[src/rtl/timer_ctrl.sv]
// Keypad countdown timer controller: 4x3 keypad scan + debounce, BCD MM:SS entry,
// countdown FSM (IDLE/RUN/PAUSE/ALARM) and alarm timing.
module timer_ctrl #(
  parameter int DEBOUNCE_SCANS = 4,
  parameter int ALARM_SECS     = 10
) (
  input  logic        clk,
  input  logic        reset,
  input  logic        scan_tick,
  input  logic        tick_1hz,
  input  logic [2:0]  keypadc,
  output logic [3:0]  keypadr,
  output logic [15:0] min_sec,
  output logic [3:0]  points,
  output logic        running,
  output logic        alarm
);

  localparam int CW = $clog2(DEBOUNCE_SCANS + 1);
  localparam int AW = $clog2(ALARM_SECS + 1);

  // Key codes are row*3+col; keys 0..8 are digits 1..9
  localparam logic [3:0] K_CLR  = 4'd9;
  localparam logic [3:0] K_ZERO = 4'd10;
  localparam logic [3:0] K_GO   = 4'd11;
  localparam logic [3:0] K_NONE = 4'hF;

  typedef enum logic [1:0] {S_IDLE, S_RUN, S_PAUSE, S_ALARM} state_t;

  // ---------------- scan ----------------
  logic [1:0] row;
  logic [3:0] scan_acc;
  logic [3:0] row_key;
  logic [3:0] scan_res;
  logic       scan_done;

  assign keypadr = 4'b0001 << row;

  always_comb begin
    row_key = K_NONE;
    for (int c = 2; c >= 0; c--)
      if (keypadc[c]) row_key = 4'(int'(row) * 3 + c);
  end

  // Row 0 starts a fresh scan; later rows only fill in if nothing lower was seen
  assign scan_res  = (row == 2'd0 || scan_acc == K_NONE) ? row_key : scan_acc;
  assign scan_done = scan_tick && (row == 2'd3);

  always_ff @(posedge clk) begin
    if (reset) begin
      row      <= 2'd0;
      scan_acc <= K_NONE;
    end else if (scan_tick) begin
      row      <= row + 2'd1;
      scan_acc <= scan_res;
    end
  end

  // ---------------- debounce ----------------
  logic          held;
  logic [3:0]    last_key;
  logic [CW-1:0] db_cnt;
  logic [CW:0]   cnt_inc;
  logic [CW:0]   press_n;
  logic          key_evt;
  logic [3:0]    key_code;

  assign cnt_inc = {1'b0, db_cnt} + 1'b1;
  assign press_n = (scan_res == last_key) ? cnt_inc : (CW+1)'(1);

  always_ff @(posedge clk) begin
    if (reset) begin
      held     <= 1'b0;
      last_key <= K_NONE;
      db_cnt   <= '0;
      key_evt  <= 1'b0;
      key_code <= K_NONE;
    end else begin
      key_evt <= 1'b0;
      if (scan_done) begin
        if (!held) begin
          if (scan_res == K_NONE) begin
            db_cnt   <= '0;
            last_key <= K_NONE;
          end else if (int'(press_n) >= DEBOUNCE_SCANS) begin
            key_evt  <= 1'b1;
            key_code <= scan_res;
            held     <= 1'b1;
            db_cnt   <= '0;
          end else begin
            db_cnt   <= press_n[CW-1:0];
            last_key <= scan_res;
          end
        end else begin
          // Held: wait for a run of empty scans before re-arming
          if (scan_res != K_NONE) begin
            db_cnt <= '0;
          end else if (int'(cnt_inc) >= DEBOUNCE_SCANS) begin
            held     <= 1'b0;
            db_cnt   <= '0;
            last_key <= K_NONE;
          end else begin
            db_cnt <= cnt_inc[CW-1:0];
          end
        end
      end
    end
  end

  // ---------------- key decode ----------------
  logic       is_digit, is_clr, is_go;
  logic [3:0] digit;

  assign is_digit = key_evt && (key_code <= 4'd8 || key_code == K_ZERO);
  assign is_clr   = key_evt && (key_code == K_CLR);
  assign is_go    = key_evt && (key_code == K_GO);
  assign digit    = (key_code == K_ZERO) ? 4'd0 : key_code + 4'd1;

  function automatic logic [15:0] bcd_dec(input logic [15:0] v);
    logic [3:0] su, st, mu, mt;
    {mt, mu, st, su} = v;
    if (su != 4'd0) su = su - 4'd1;
    else begin
      su = 4'd9;
      if (st != 4'd0) st = st - 4'd1;
      else begin
        st = 4'd5;
        if (mu != 4'd0) mu = mu - 4'd1;
        else begin
          mu = 4'd9;
          mt = mt - 4'd1;
        end
      end
    end
    return {mt, mu, st, su};
  endfunction

  // ---------------- FSM ----------------
  state_t        state, state_n;
  logic [15:0]   ms_n, ms_dec;
  logic          colon, colon_n;
  logic [AW-1:0] acnt, acnt_n;

  always_ff @(posedge clk) begin
    if (reset) begin
      state   <= S_IDLE;
      min_sec <= 16'h0000;
      colon   <= 1'b1;
      acnt    <= '0;
    end else begin
      state   <= state_n;
      min_sec <= ms_n;
      colon   <= colon_n;
      acnt    <= acnt_n;
    end
  end

  always_comb begin
    state_n = state;
    ms_n    = min_sec;
    colon_n = 1'b1;
    acnt_n  = acnt;
    ms_dec  = bcd_dec(min_sec);
    case (state)
      S_IDLE: begin
        if (is_digit)      ms_n = {min_sec[11:0], digit};
        else if (is_clr)   ms_n = 16'h0000;
        else if (is_go && min_sec != 16'h0000) begin
          state_n = S_RUN;
          if (min_sec[7:4] > 4'd5) ms_n[7:0] = 8'h59;
        end
      end
      S_RUN: begin
        colon_n = colon;
        // Decrement is applied first; the key action then acts on the result
        if (tick_1hz) begin
          ms_n    = ms_dec;
          colon_n = ~colon;
        end
        if (is_clr) begin
          state_n = S_IDLE;
          ms_n    = 16'h0000;
          colon_n = 1'b1;
        end else if (tick_1hz && ms_dec == 16'h0000) begin
          state_n = S_ALARM;
          ms_n    = 16'h0000;
          colon_n = 1'b1;
          acnt_n  = '0;
        end else if (is_go) begin
          state_n = S_PAUSE;
          colon_n = 1'b1;
        end
      end
      S_PAUSE: begin
        if (is_go) state_n = S_RUN;
        else if (is_clr) begin
          state_n = S_IDLE;
          ms_n    = 16'h0000;
        end
      end
      S_ALARM: begin
        ms_n = 16'h0000;
        if (key_evt) begin
          state_n = S_IDLE;
          acnt_n  = '0;
        end else if (tick_1hz) begin
          if (int'(acnt) >= ALARM_SECS - 1) begin
            state_n = S_IDLE;
            acnt_n  = '0;
          end else begin
            acnt_n = acnt + 1'b1;
          end
        end
      end
      default: state_n = S_IDLE;
    endcase
  end

  assign points  = {1'b0, colon, 2'b00};
  assign running = (state == S_RUN);
  assign alarm   = (state == S_ALARM);

endmodule

[config.mk]
export PLATFORM = sky130hd
export DESIGN_NAME = timer_ctrl
export DESIGN_NICKNAME = d
export VERILOG_FILES = /design/src/rtl/timer_ctrl.sv
export SDC_FILE = /design/constraint.sdc
export NUM_CORES = 1
export LEC_CHECK = 0
export ABC_AREA = 1
export CORE_UTILIZATION = 35
export DETAILED_ROUTE_END_ITERATION = 6
export HOLD_SLACK_MARGIN = 0.1
export PLACE_DENSITY = 0.61
export SLEW_MARGIN = 15
export SYNTH_ARGS = -nofsm -noshare
export SYNTH_HDL_FRONTEND = slang
export SYNTH_SLANG_ARGS = --single-unit
[constraint.sdc]
create_clock -name clk -period 2.1 [get_ports clk]
set_input_delay 0.315 -clock clk [delete_from_list [all_inputs] [get_ports clk]]
set_output_delay 0.315 -clock clk [all_outputs]
set_load 0.03 [all_outputs]
==> metrics.txt <==
status completed; I/O Buffers 29; post-route setup slack 125 ps; most frequent cells in the layout nand2_1 (107), inv_1 (59), dfxtp_1 (40); largest family of logic cells by synthesized area simple AND/OR/NAND/NOR gates; number of antenna cells inserted 0; Clock Pin Slew Worst Setup and Hold Paths ~100 ps; FF+latch count, synth between 40 and 50; WL per Instance 11.7 um; Final Instance Area approximately 3800 sq um; Setup Buffers After CTS 0; fin crit share 94.0%; Syn Area/Cell 6.49 sq um; CP Class flip-flop to output port; Yosys cell types 40; Final setup viols 0; HP Class flip-flop to flip-flop; sequential share of the synthesized area between 20% and 30%; Post-Synth XOR/XNOR Area between 2 and 3%; layout cell share with drive strength beyond 1 roughly 18%; Worst EP arrival ~1700 ps; Num CTS Buffers 5; GR Overflow Total 0; num ports 33; die height ~94 um; H-tree depth 2; CTS root buffer clkbuf_8; Slew HR ~62%; DR iter-0 viols ~130; filler instances 848; first-pass GRT wire length between 10 and 15 mm; P_leak 0.00177 uW; Max Clk Rate approximately 0.51 GHz; ys async rst share 0%; via count 3017; TritonCTS clock tree built; Final ANT Viol Nets 0; area of the multi-input gates between 1500 and 2000 sq um; Slew Limit Fails 0; Area after DPL ~3500 sq um; EDFF count, synth 0; Core Area 8220 sq um; DP Worst Slack -148 ps; final hold violation count 0; CP max FO 5; Synth Area in Simple Gates roughly two fifths; row cnt 33; gr usage total between 10% and 20%; CTS Buffer Depth 2; worst vdd ir 0.291 mV; power per cell area ~530 nW/um^2; drt drc 0; Worst Max-Slew Pin Slew ~560 ps; Via-to-Cell Ratio a little under 5; Starting Density a little over a third; WP data required ~1800 ps; max-cap viol count 0; Area Overhead vs Synth 28.5%; Adder-Cell Fraction of Synth Area under 10%; register area around 840 sq um; Mapped Area between 2000 and 3000 sq um; Setup TNS Final 0 ps; compound-cell area share of the yosys netlist between 15 and 20%; Main synth FF type dfxtp_1; number of nets in the layout about 530; initial antenna violation count 0; post-layout util between 40% and 50%; Die Footprint between 8000 and 9000 sq um; crit path launch type flip-flop; clk_lat worst skew ~300 ps; drt total wl about 7.2 mm; RePlAce Congestion 0.837; vias in the first global route 2718; chip width approximately 94 um; First-pass DRT Iterations 4; largest net degree at the start of global routing 29; Worst path max stage delay roughly 700 ps; clk sinks 42; Ys Warns 0; final clock skew roughly 11 ps; total power 2020 uW; Final min period approximately 2000 ps; DPL Wire Length 5.46 mm; Syn Inst Count about 460; slowest CP cell clkdlybuf4s50_1; commonest non-fill, non-tap cell in the layout nand2_1; CP cell instances inv_1 -> nor2_4 -> clkdlybuf4s50_1; multiplexer area fraction after synthesis 0%; Setup crit end kind output port
[final cells by class]
class,instances,share of cell area (%)
Clock buffer,5,1.81
Timing Repair Buffer,56,13.2
Clock inverter,3,1.81
Sequential cell,42,22.1
Tap cell,105,3.45
Inverter,64,6.37
Multi-Input combinational cell,341,51.2
[worst max-delay path: cells and delay by family, from the launching register on]
| kind | cells | cell delay, ps |
|---|---|---|
| AND/OR/NAND/NOR | 1 | 170 |
| buffers and inverters | 2 | 800 |
| flip-flops | 1 | 400 |
[final timing paths]
| path | start | to | slack [ps] | depth (start not counted) |
|---|---|---|---|---|
| setup / recovery | state[0] | running | 130 | 3 |
| hold / removal | db_cnt[2] | db_cnt[2] | 470 | 2 |
| hold reg to reg | db_cnt[2] | db_cnt[2] | 470 | 2 |
| setup reg to reg | row[0] | last_key[2] | 130 | 16 |
[synth_stat cells (4+ instances only)]
master,instances,area share [%]
xor2_1,4,1.2
a21oi_1,32,5.4
a221oi_1,5,1.5
nand3_1,40,6.7
ha_1,12,5.1
nand4_1,9,1.9
nor2_2,7,1.5
nand2_4,4,1.5
buf_4,4,1.0
inv_1,61,7.7
nand2_1,115,15
a31oi_1,4,0.84
nand2_2,5,1.1
nor2_1,40,5.1
dfxtp_1,42,28
o21ai_0,27,4.6
clkbuf_1,6,0.76
[through the flow]
| step | hold slack [ps] | std cells |
|---|---|---|
| 6_report | 466 | 616 |
| 5_1_grt | 501 | 616 |
| 4_1_cts | 470 | 616 |
| 3_5_place_dp | 455 | 608 |
| 3_3_place_gp | 451 | 608 |
| 2_1_floorplan | 406 | 459 |
[where the power goes]
part           leakage (uW)  internal [uW]  switching, uW
Clock             0.0000683            477            310
Combinational       0.00136            158            250
Sequential         0.000341            814           15.0
[timing repair]
item / CTS / global route
resized for setup: 1 / 34
pin swaps: 0 / 6
hold buffers: 0 / 0
setup endpoints to repair: 3 / 25
[routing by layer]
metal / part of all wire, % / up-vias / track usage (%)
met3: 3.8 / 5 / 2.83
met2: 46 / 49 / 29.3
met5: 0 / - / 0
met1: 50 / 1368 / 23.7
li1: - / 1595 / -
met4: 0.80 / 0 / 3.72
[flip-flops by register name (all words and copies together), names as in the netlist]
signal	flops
acnt	4
colon	1
db_cnt	3
held	1
key_code	4
key_evt	1
last_key	4
min_sec	16
row	2
scan_acc	4
state	2
[cell families after synthesis]
group                    after synthesis
other                                  1
AND/OR/NAND/NOR                      238
AO/OA/AOI/OAI                         80
adder cells (fa/ha/maj)               12
flip-flops                            42
buffers and inverters                 76
XOR/XNOR                               8
Note: power is estimated with default switching activity, not from simulation.
